===== src/rtl/jtag_pkg.sv =====
// ============================================================================
// jtag_pkg: TAP state encoding, opcodes, strobe bundle and next-state function
// Rev 1.0
// ============================================================================
`default_nettype none

package jtag_pkg;

    typedef enum logic [3:0] {
        EXIT2_DR         = 4'h0,
        EXIT1_DR         = 4'h1,
        SHIFT_DR         = 4'h2,
        PAUSE_DR         = 4'h3,
        SELECT_IR        = 4'h4,
        UPDATE_DR        = 4'h5,
        CAPTURE_DR       = 4'h6,
        SELECT_DR        = 4'h7,
        EXIT2_IR         = 4'h8,
        EXIT1_IR         = 4'h9,
        SHIFT_IR         = 4'hA,
        PAUSE_IR         = 4'hB,
        RUN_TEST_IDLE    = 4'hC,
        UPDATE_IR        = 4'hD,
        CAPTURE_IR       = 4'hE,
        TEST_LOGIC_RESET = 4'hF
    } tap_state_e;

    localparam logic [4:0] IR_IDCODE = 5'h01;
    localparam logic [4:0] IR_BYPASS = 5'h1F;

    typedef enum logic [1:0] {
        DR_BYPASS = 2'd0,
        DR_IDCODE = 2'd1,
        DR_USER   = 2'd2
    } dr_sel_e;

    // One-clk action strobes; tdo_* mark a falling TCK edge inside a shift state.
    typedef struct packed {
        logic capture_ir;
        logic shift_ir;
        logic update_ir;
        logic capture_dr;
        logic shift_dr;
        logic update_dr;
        logic tdo_ir;
        logic tdo_dr;
    } tap_strb_t;

    function automatic tap_state_e tap_next(input tap_state_e state, input logic tms);
        tap_state_e nxt;
        case (state)
            TEST_LOGIC_RESET: nxt = tms ? TEST_LOGIC_RESET : RUN_TEST_IDLE;
            RUN_TEST_IDLE:    nxt = tms ? SELECT_DR        : RUN_TEST_IDLE;
            SELECT_DR:        nxt = tms ? SELECT_IR        : CAPTURE_DR;
            CAPTURE_DR:       nxt = tms ? EXIT1_DR         : SHIFT_DR;
            SHIFT_DR:         nxt = tms ? EXIT1_DR         : SHIFT_DR;
            EXIT1_DR:         nxt = tms ? UPDATE_DR        : PAUSE_DR;
            PAUSE_DR:         nxt = tms ? EXIT2_DR         : PAUSE_DR;
            EXIT2_DR:         nxt = tms ? UPDATE_DR        : SHIFT_DR;
            UPDATE_DR:        nxt = tms ? SELECT_DR        : RUN_TEST_IDLE;
            SELECT_IR:        nxt = tms ? TEST_LOGIC_RESET : CAPTURE_IR;
            CAPTURE_IR:       nxt = tms ? EXIT1_IR         : SHIFT_IR;
            SHIFT_IR:         nxt = tms ? EXIT1_IR         : SHIFT_IR;
            EXIT1_IR:         nxt = tms ? UPDATE_IR        : PAUSE_IR;
            PAUSE_IR:         nxt = tms ? EXIT2_IR         : PAUSE_IR;
            EXIT2_IR:         nxt = tms ? UPDATE_IR        : SHIFT_IR;
            UPDATE_IR:        nxt = tms ? SELECT_DR        : RUN_TEST_IDLE;
            default:          nxt = TEST_LOGIC_RESET;
        endcase
        return nxt;
    endfunction

endpackage

`default_nettype wire


===== src/rtl/jtag_tap_fsm.sv =====
// ============================================================================
// jtag_tap_fsm: TCK edge detect, 16-state TAP register and one-clk strobes
// Rev 1.0
// ============================================================================
`default_nettype none

module jtag_tap_fsm
    import jtag_pkg::*;
(
    input  logic       clk_i,
    input  logic       rst_ni,
    input  logic       tck_i,
    input  logic       tms_i,
    input  logic       tdi_i,
    input  logic       trst_ni,
    output tap_state_e state_o,
    output tap_strb_t  strb_o,
    output logic       tdi_o
);

    logic       tck_q;
    logic       tdi_q;
    logic       tck_rise;
    logic       tck_fall;
    tap_state_e state_q;
    tap_strb_t  strb_q;

    assign tck_rise = tck_i & ~tck_q;
    assign tck_fall = ~tck_i & tck_q;

    // Rising-edge actions belong to the state being left; falling-edge ones to the current state.
    always_ff @(posedge clk_i or negedge rst_ni) begin
        if (!rst_ni) begin
            tck_q   <= 1'b0;
            tdi_q   <= 1'b0;
            state_q <= TEST_LOGIC_RESET;
            strb_q  <= '0;
        end else begin
            tck_q  <= tck_i;
            strb_q <= '0;
            if (!trst_ni) begin
                state_q <= TEST_LOGIC_RESET;
            end else if (tck_rise) begin
                state_q           <= tap_next(state_q, tms_i);
                tdi_q             <= tdi_i;
                strb_q.capture_ir <= (state_q == CAPTURE_IR);
                strb_q.shift_ir   <= (state_q == SHIFT_IR);
                strb_q.capture_dr <= (state_q == CAPTURE_DR);
                strb_q.shift_dr   <= (state_q == SHIFT_DR);
            end else if (tck_fall) begin
                strb_q.update_ir  <= (state_q == UPDATE_IR);
                strb_q.update_dr  <= (state_q == UPDATE_DR);
                strb_q.tdo_ir     <= (state_q == SHIFT_IR);
                strb_q.tdo_dr     <= (state_q == SHIFT_DR);
            end
        end
    end

    // A TAP reset arriving while a strobe is registered suppresses that strobe.
    assign strb_o  = trst_ni ? strb_q : '0;
    assign state_o = state_q;
    assign tdi_o   = tdi_q;

endmodule

`default_nettype wire


===== src/rtl/jtag_tap_sampled.sv =====
// ============================================================================
// jtag_tap_sampled: oversampled TAP with IR, IDCODE/BYPASS DRs and USER DR port
// Rev 1.0
// ============================================================================
`default_nettype none

module jtag_tap_sampled
    import jtag_pkg::*;
#(
    parameter int unsigned           IR_LEN  = 5,
    parameter logic [31:0]           IDCODE  = 32'h249511C3,
    parameter logic [IR_LEN-1:0]     USER_IR = IR_LEN'(5'h10)
) (
    input  logic              clk_i,
    input  logic              rst_ni,
    input  logic              jtag_tck_i,
    input  logic              jtag_tms_i,
    input  logic              jtag_trst_ni,
    input  logic              jtag_tdi_i,
    output logic              jtag_tdo_o,
    output logic [3:0]        tap_state_o,
    output logic [IR_LEN-1:0] ir_o,
    output logic              user_sel_o,
    output logic              capture_dr_o,
    output logic              shift_dr_o,
    output logic              update_dr_o,
    output logic              user_tdi_o,
    input  logic              user_tdo_i
);

    localparam logic [IR_LEN-1:0] OP_IDCODE = IR_LEN'(IR_IDCODE);

    tap_state_e        state;
    tap_strb_t         strb;
    logic              tdi_s;
    logic [IR_LEN-1:0] ir_q;
    logic [IR_LEN-1:0] ir_sr_q;
    logic [31:0]       dr_sr_q;
    logic              byp_q;
    logic              tdo_q;
    logic              tdo_d;
    dr_sel_e           dr_sel;

    jtag_tap_fsm u_fsm (
        .clk_i   (clk_i),
        .rst_ni  (rst_ni),
        .tck_i   (jtag_tck_i),
        .tms_i   (jtag_tms_i),
        .tdi_i   (jtag_tdi_i),
        .trst_ni (jtag_trst_ni),
        .state_o (state),
        .strb_o  (strb),
        .tdi_o   (tdi_s)
    );

    // Anything that is neither IDCODE nor USER falls back to BYPASS.
    always_comb begin
        dr_sel = DR_BYPASS;
        if (ir_q == OP_IDCODE) begin
            dr_sel = DR_IDCODE;
        end else if (ir_q == USER_IR) begin
            dr_sel = DR_USER;
        end
    end

    always_comb begin
        tdo_d = tdo_q;
        if (strb.tdo_ir) begin
            tdo_d = ir_sr_q[0];
        end else if (strb.tdo_dr) begin
            case (dr_sel)
                DR_IDCODE: tdo_d = dr_sr_q[0];
                DR_USER:   tdo_d = user_tdo_i;
                default:   tdo_d = byp_q;
            endcase
        end
    end

    always_ff @(posedge clk_i or negedge rst_ni) begin
        if (!rst_ni) begin
            ir_q    <= OP_IDCODE;
            ir_sr_q <= '0;
            dr_sr_q <= '0;
            byp_q   <= 1'b0;
            tdo_q   <= 1'b0;
        end else begin
            tdo_q <= tdo_d;

            if (!jtag_trst_ni || state == TEST_LOGIC_RESET) begin
                ir_q <= OP_IDCODE;
            end else if (strb.update_ir) begin
                ir_q <= ir_sr_q;
            end

            if (strb.capture_ir) begin
                ir_sr_q <= IR_LEN'(2'b01);
            end else if (strb.shift_ir) begin
                ir_sr_q <= {tdi_s, ir_sr_q[IR_LEN-1:1]};
            end

            if (strb.capture_dr) begin
                if (dr_sel == DR_IDCODE) begin
                    dr_sr_q <= IDCODE;
                end else if (dr_sel == DR_BYPASS) begin
                    byp_q <= 1'b0;
                end
            end else if (strb.shift_dr) begin
                if (dr_sel == DR_IDCODE) begin
                    dr_sr_q <= {tdi_s, dr_sr_q[31:1]};
                end else if (dr_sel == DR_BYPASS) begin
                    byp_q <= tdi_s;
                end
            end
        end
    end

    assign jtag_tdo_o   = tdo_q;
    assign tap_state_o  = state;
    assign ir_o         = ir_q;
    assign user_sel_o   = (dr_sel == DR_USER);
    assign capture_dr_o = strb.capture_dr & user_sel_o;
    assign shift_dr_o   = strb.shift_dr & user_sel_o;
    assign update_dr_o  = strb.update_dr & user_sel_o;
    assign user_tdi_o   = tdi_s;

endmodule

`default_nettype wire

===== config.mk =====
export PLATFORM = sky130hd
export DESIGN_NAME = jtag_tap_sampled
export DESIGN_NICKNAME = d
export VERILOG_FILES = /design/src/rtl/jtag_pkg.sv /design/src/rtl/jtag_tap_fsm.sv /design/src/rtl/jtag_tap_sampled.sv
export SDC_FILE = /design/constraint.sdc
export NUM_CORES = 1
export LEC_CHECK = 0
export CAP_MARGIN = 20
export CELL_PAD_IN_SITES_DETAIL_PLACEMENT = 1
export CELL_PAD_IN_SITES_GLOBAL_PLACEMENT = 2
export CORE_AREA = 2 2 104 76
export DETAILED_ROUTE_END_ITERATION = 8
export DIE_AREA = 0 0 106 78
export PLACE_DENSITY = 0.83
export SKIP_CTS_REPAIR_TIMING = 1
export SLEW_MARGIN = 10
export SYNTH_ARGS = -nofsm -noshare
export SYNTH_HDL_FRONTEND = slang
export SYNTH_SLANG_ARGS = --single-unit

===== constraint.sdc =====
create_clock -name clk_i -period 2.1 [get_ports clk_i]
set_input_delay 0.315 -clock clk_i [delete_from_list [all_inputs] [get_ports clk_i]]
set_output_delay 0.315 -clock clk_i [all_outputs]
set_load 0.01 [all_outputs]

==> key figures <==
Setup path
  • Reg2Reg Depth: 5
  • Buf/Inv on CP: 1
  • Crit path max-delay family: simple AND/OR/NAND/NOR gates
  • RR Endpoint: dr_sr_q[19]
  • Critical path data required time: 1780 ps
  • CP max stage delay: 420 ps
  • Crit path from: ir_o[1]
  • Worst r2r src: ir_o[1]
  • Crit path launch type: flop
  • Crit path depth: 4
  • Crit Path Category: reg -> out
  • Register-to-register setup slack: 210 ps
  • CP arrival: 1600 ps
  • CP Capture Type: primary output
  • Crit path max fanout: 4
  • CP Cell Sequence: or3_4, nor2_4, and3_1, dlymetal6s2s_1
  • Critical path's slowest cell: or3_4

GRT
  • Largest net degree at the start of global routing: 63
  • Overall Global Routing Usage: 14.4%
  • Antenna violations before repair: 0
  • Total congestion overflow: 0
  • Number of global-route vias before repair: 1959
  • First-pass GRT wire length: 9.29 mm

Die
  • IO Count: 22
  • Num rows: 26
  • Die Span Y: 78 um
  • Die width: 106 um
  • Die Footprint: 8270 sq um
  • Core Region: 7190 sq um
  • Starting Density: 36.6%

Cells and area
  • Area occupied by multi-input gates: 1040 sq um
  • Layout cells sized above 1: 21.2%
  • Finished Cell Area: 3210 sq um
  • Fillers: 797
  • ANT cells: 0
  • Area grow syn2layout: 22.1%
  • Final #Nets: 299
  • Finished Core Util: 44.7%
  • Register area: 1460 sq um

Detailed routing
  • Final wirelength: 5.41 mm
  • Routed Antenna Nets: 0
  • WL/cell: 13.7 um
  • Via count: 1906
  • DR DRC count: 0
  • DR pass1 iterations: 4
  • Initial DRC count: 58
  • Vias per cell: 4.83

Clock tree
  • CTS tree: done
  • Clk_lat worst skew: 330 ps
  • Maximum buffer depth of the clock tree: 2
  • Clk sink count: 58
  • Root Buffer: clkbuf_8
  • CTS HTree Levels: 3
  • Clk slew on worst S/H paths: 60 ps
  • CTS buffer count: 9

Pwr
  • Pwr dens: 771 nW/um^2
  • Max VDD drop: 367 uV
  • Leak pwr: 0.00146 uW
  • Tot Pwr: 2480 uW

Timing
  • Final hold viol count: 0
  • Relative slew slack: 71.6%
  • Slew at the pin with the worst max-slew slack: 422 ps
  • Setup_tns: 0 ps
  • RSZ-0062 raised after global routing: false
  • FMAX: 523 MHz
  • Tmin final: 1910 ps
  • Final setup viols: 0
  • Fin crit share: 91.0%
  • Max Slew Vio Count: 0
  • Worst clock skew: 7.26 ps

Synth
  • Cells after synthesis: 264
  • Syn. warnings: 0
  • EDFF count, synth: 0
  • Post-synthesis async set-or-reset flop share: 100%
  • Post-Syn Area: 2630 sq um
  • Primary FF master, synth: dfrtp_1
  • Avg Cell Area, Syn: 9.96 sq um
  • Post-Syn Nets: 271
  • Unique masters post-synth: 39
  • Synthesized flop and latch total: 58
  • Fraction of the yosys area taken by sequential cells: 55.4%

Place
  • Final GP Congestion: 0.749
  • Placed inst area: 2960 sq um
  • Post-DP HPWL: 3.56 mm
  • Buffers on Ports: 21

Worst hold path
  • Cell depth of the worst hold path: 2
  • Hold EP: dr_sr_q[11]
  • Worst Hold Class: reg -> reg
  • Hold wc startpoint: dr_sr_q[11]

Job
  • Maxcap violations: 0

Status
  • Status: finished, final reports clean
through the flow:
| step | std cells | hold WS (ps) | worst slack, ps |
|---|---|---|---|
| floorplan | 264 | 19.4 | 343 |
| global placement | 378 | 342 | 26.7 |
| detailed placement | 378 | 343 | -13.6 |
| CTS | 394 | -24.2 | -324 |
| global route | 395 | 498 | 115 |
| finish | 395 | 479 | 190 |
cell usage after synthesis (2+ instances only):
master     n  share of area [%]
buf_6      6                2.6
dfrtp_1   53                 50
nand4_1    3               0.71
and3_1     2               0.48
mux2i_1    4                1.5
o21ai_1    5               0.95
inv_1      7                1.0
a21oi_1    5               0.95
mux2_2     3                1.3
a22o_1     2               0.67
o21ai_0    9                1.7
o211ai_1   3               0.86
nor2b_1    4               0.95
nand2b_1   5                1.2
a32o_1     2               0.76
and2_1     3               0.71
nor2_1    24                3.4
dfstp_2    5                5.0
o21ai_2   25                8.3
nor3_1     5               0.95
nand2_1   61                8.7
nand3_1    2               0.38
clkbuf_1   9                1.3
a21o_1     2               0.57
area by class of cell:
type / instances / share of cell area, %
inverter: 7 / 0.818
clock inverter: 2 / 1.87
tap: 98 / 3.82
multi-input combinational: 182 / 32.4
sequential: 58 / 45.4
clock buffer: 14 / 5.07
timing repair buffer: 34 / 10.6
where the power goes:
| group | switching [uW] | internal, uW | total, uW |
|---|---|---|---|
| Combinational | 79.9 | 66.0 | 146 |
| Clock | 416 | 735 | 1150 |
| Sequential | 32.5 | 1150 | 1180 |
metal layers:
layer | wire (um) | global-route usage (%)
met5 | 0 | 0
met4 | 57 | 4.74
met3 | 160 | 5.38
met2 | 2610 | 22.6
met1 | 2580 | 18.5
worst register-to-register path, stage by stage, from the launching register on:
cell and delay [ps]:
dfrtp_1 370, or3_4 420, or3_2 550, buf_12 240, nand2_1 120, o21ai_0 70
worst max-delay path by stage:
| stage | endpoint |
|---|---|
| after floorplan | dr_sr_q[31] |
| after global placement | capture_dr_o |
| after detailed placement | dr_sr_q[19] |
| after CTS | update_dr_o |
| after global routing | update_dr_o |
| final | update_dr_o |
cell families after synthesis:
kind of cell,count (synthesis),synth area share (%)
AND/OR/NAND/NOR,114,19.0
AO/OA/AOI/OAI,60,16.8
flip-flops,58,55.4
buffers and inverters,24,5.28
multiplexers,8,3.38
cell usage in the layout (no fill, tap or decap), types with 3 or more instances in the layout:
cell type	synthesis	routed
a21oi_1	5	5
and2_1	3	3
buf_4	1	10
clkbuf_1	9	3
clkbuf_8	0	11
clkdlybuf4s50_1	0	16
dfrtp_1	53	53
dfstp_2	5	5
dlymetal6s2s_1	0	4
inv_1	7	7
mux2_2	3	3
mux2i_1	4	4
nand2_1	61	61
nand2b_1	5	5
nand4_1	3	3
nor2_1	24	23
nor2b_1	4	4
nor3_1	5	5
o211ai_1	3	3
o21ai_0	9	9
o21ai_1	5	5
o21ai_2	25	25
sequential cells by signal, indices dropped and copies added (netlist names):
signal         count
u_fsm.tck_q        1
jtag_tdo_o         1
u_fsm.tdi_o        1
byp_q              1
dr_sr_q           32
ir_sr_q            5
ir_o               5
u_fsm.state_o      4
u_fsm.strb_q       8
Power figures use the tool's default switching activity.
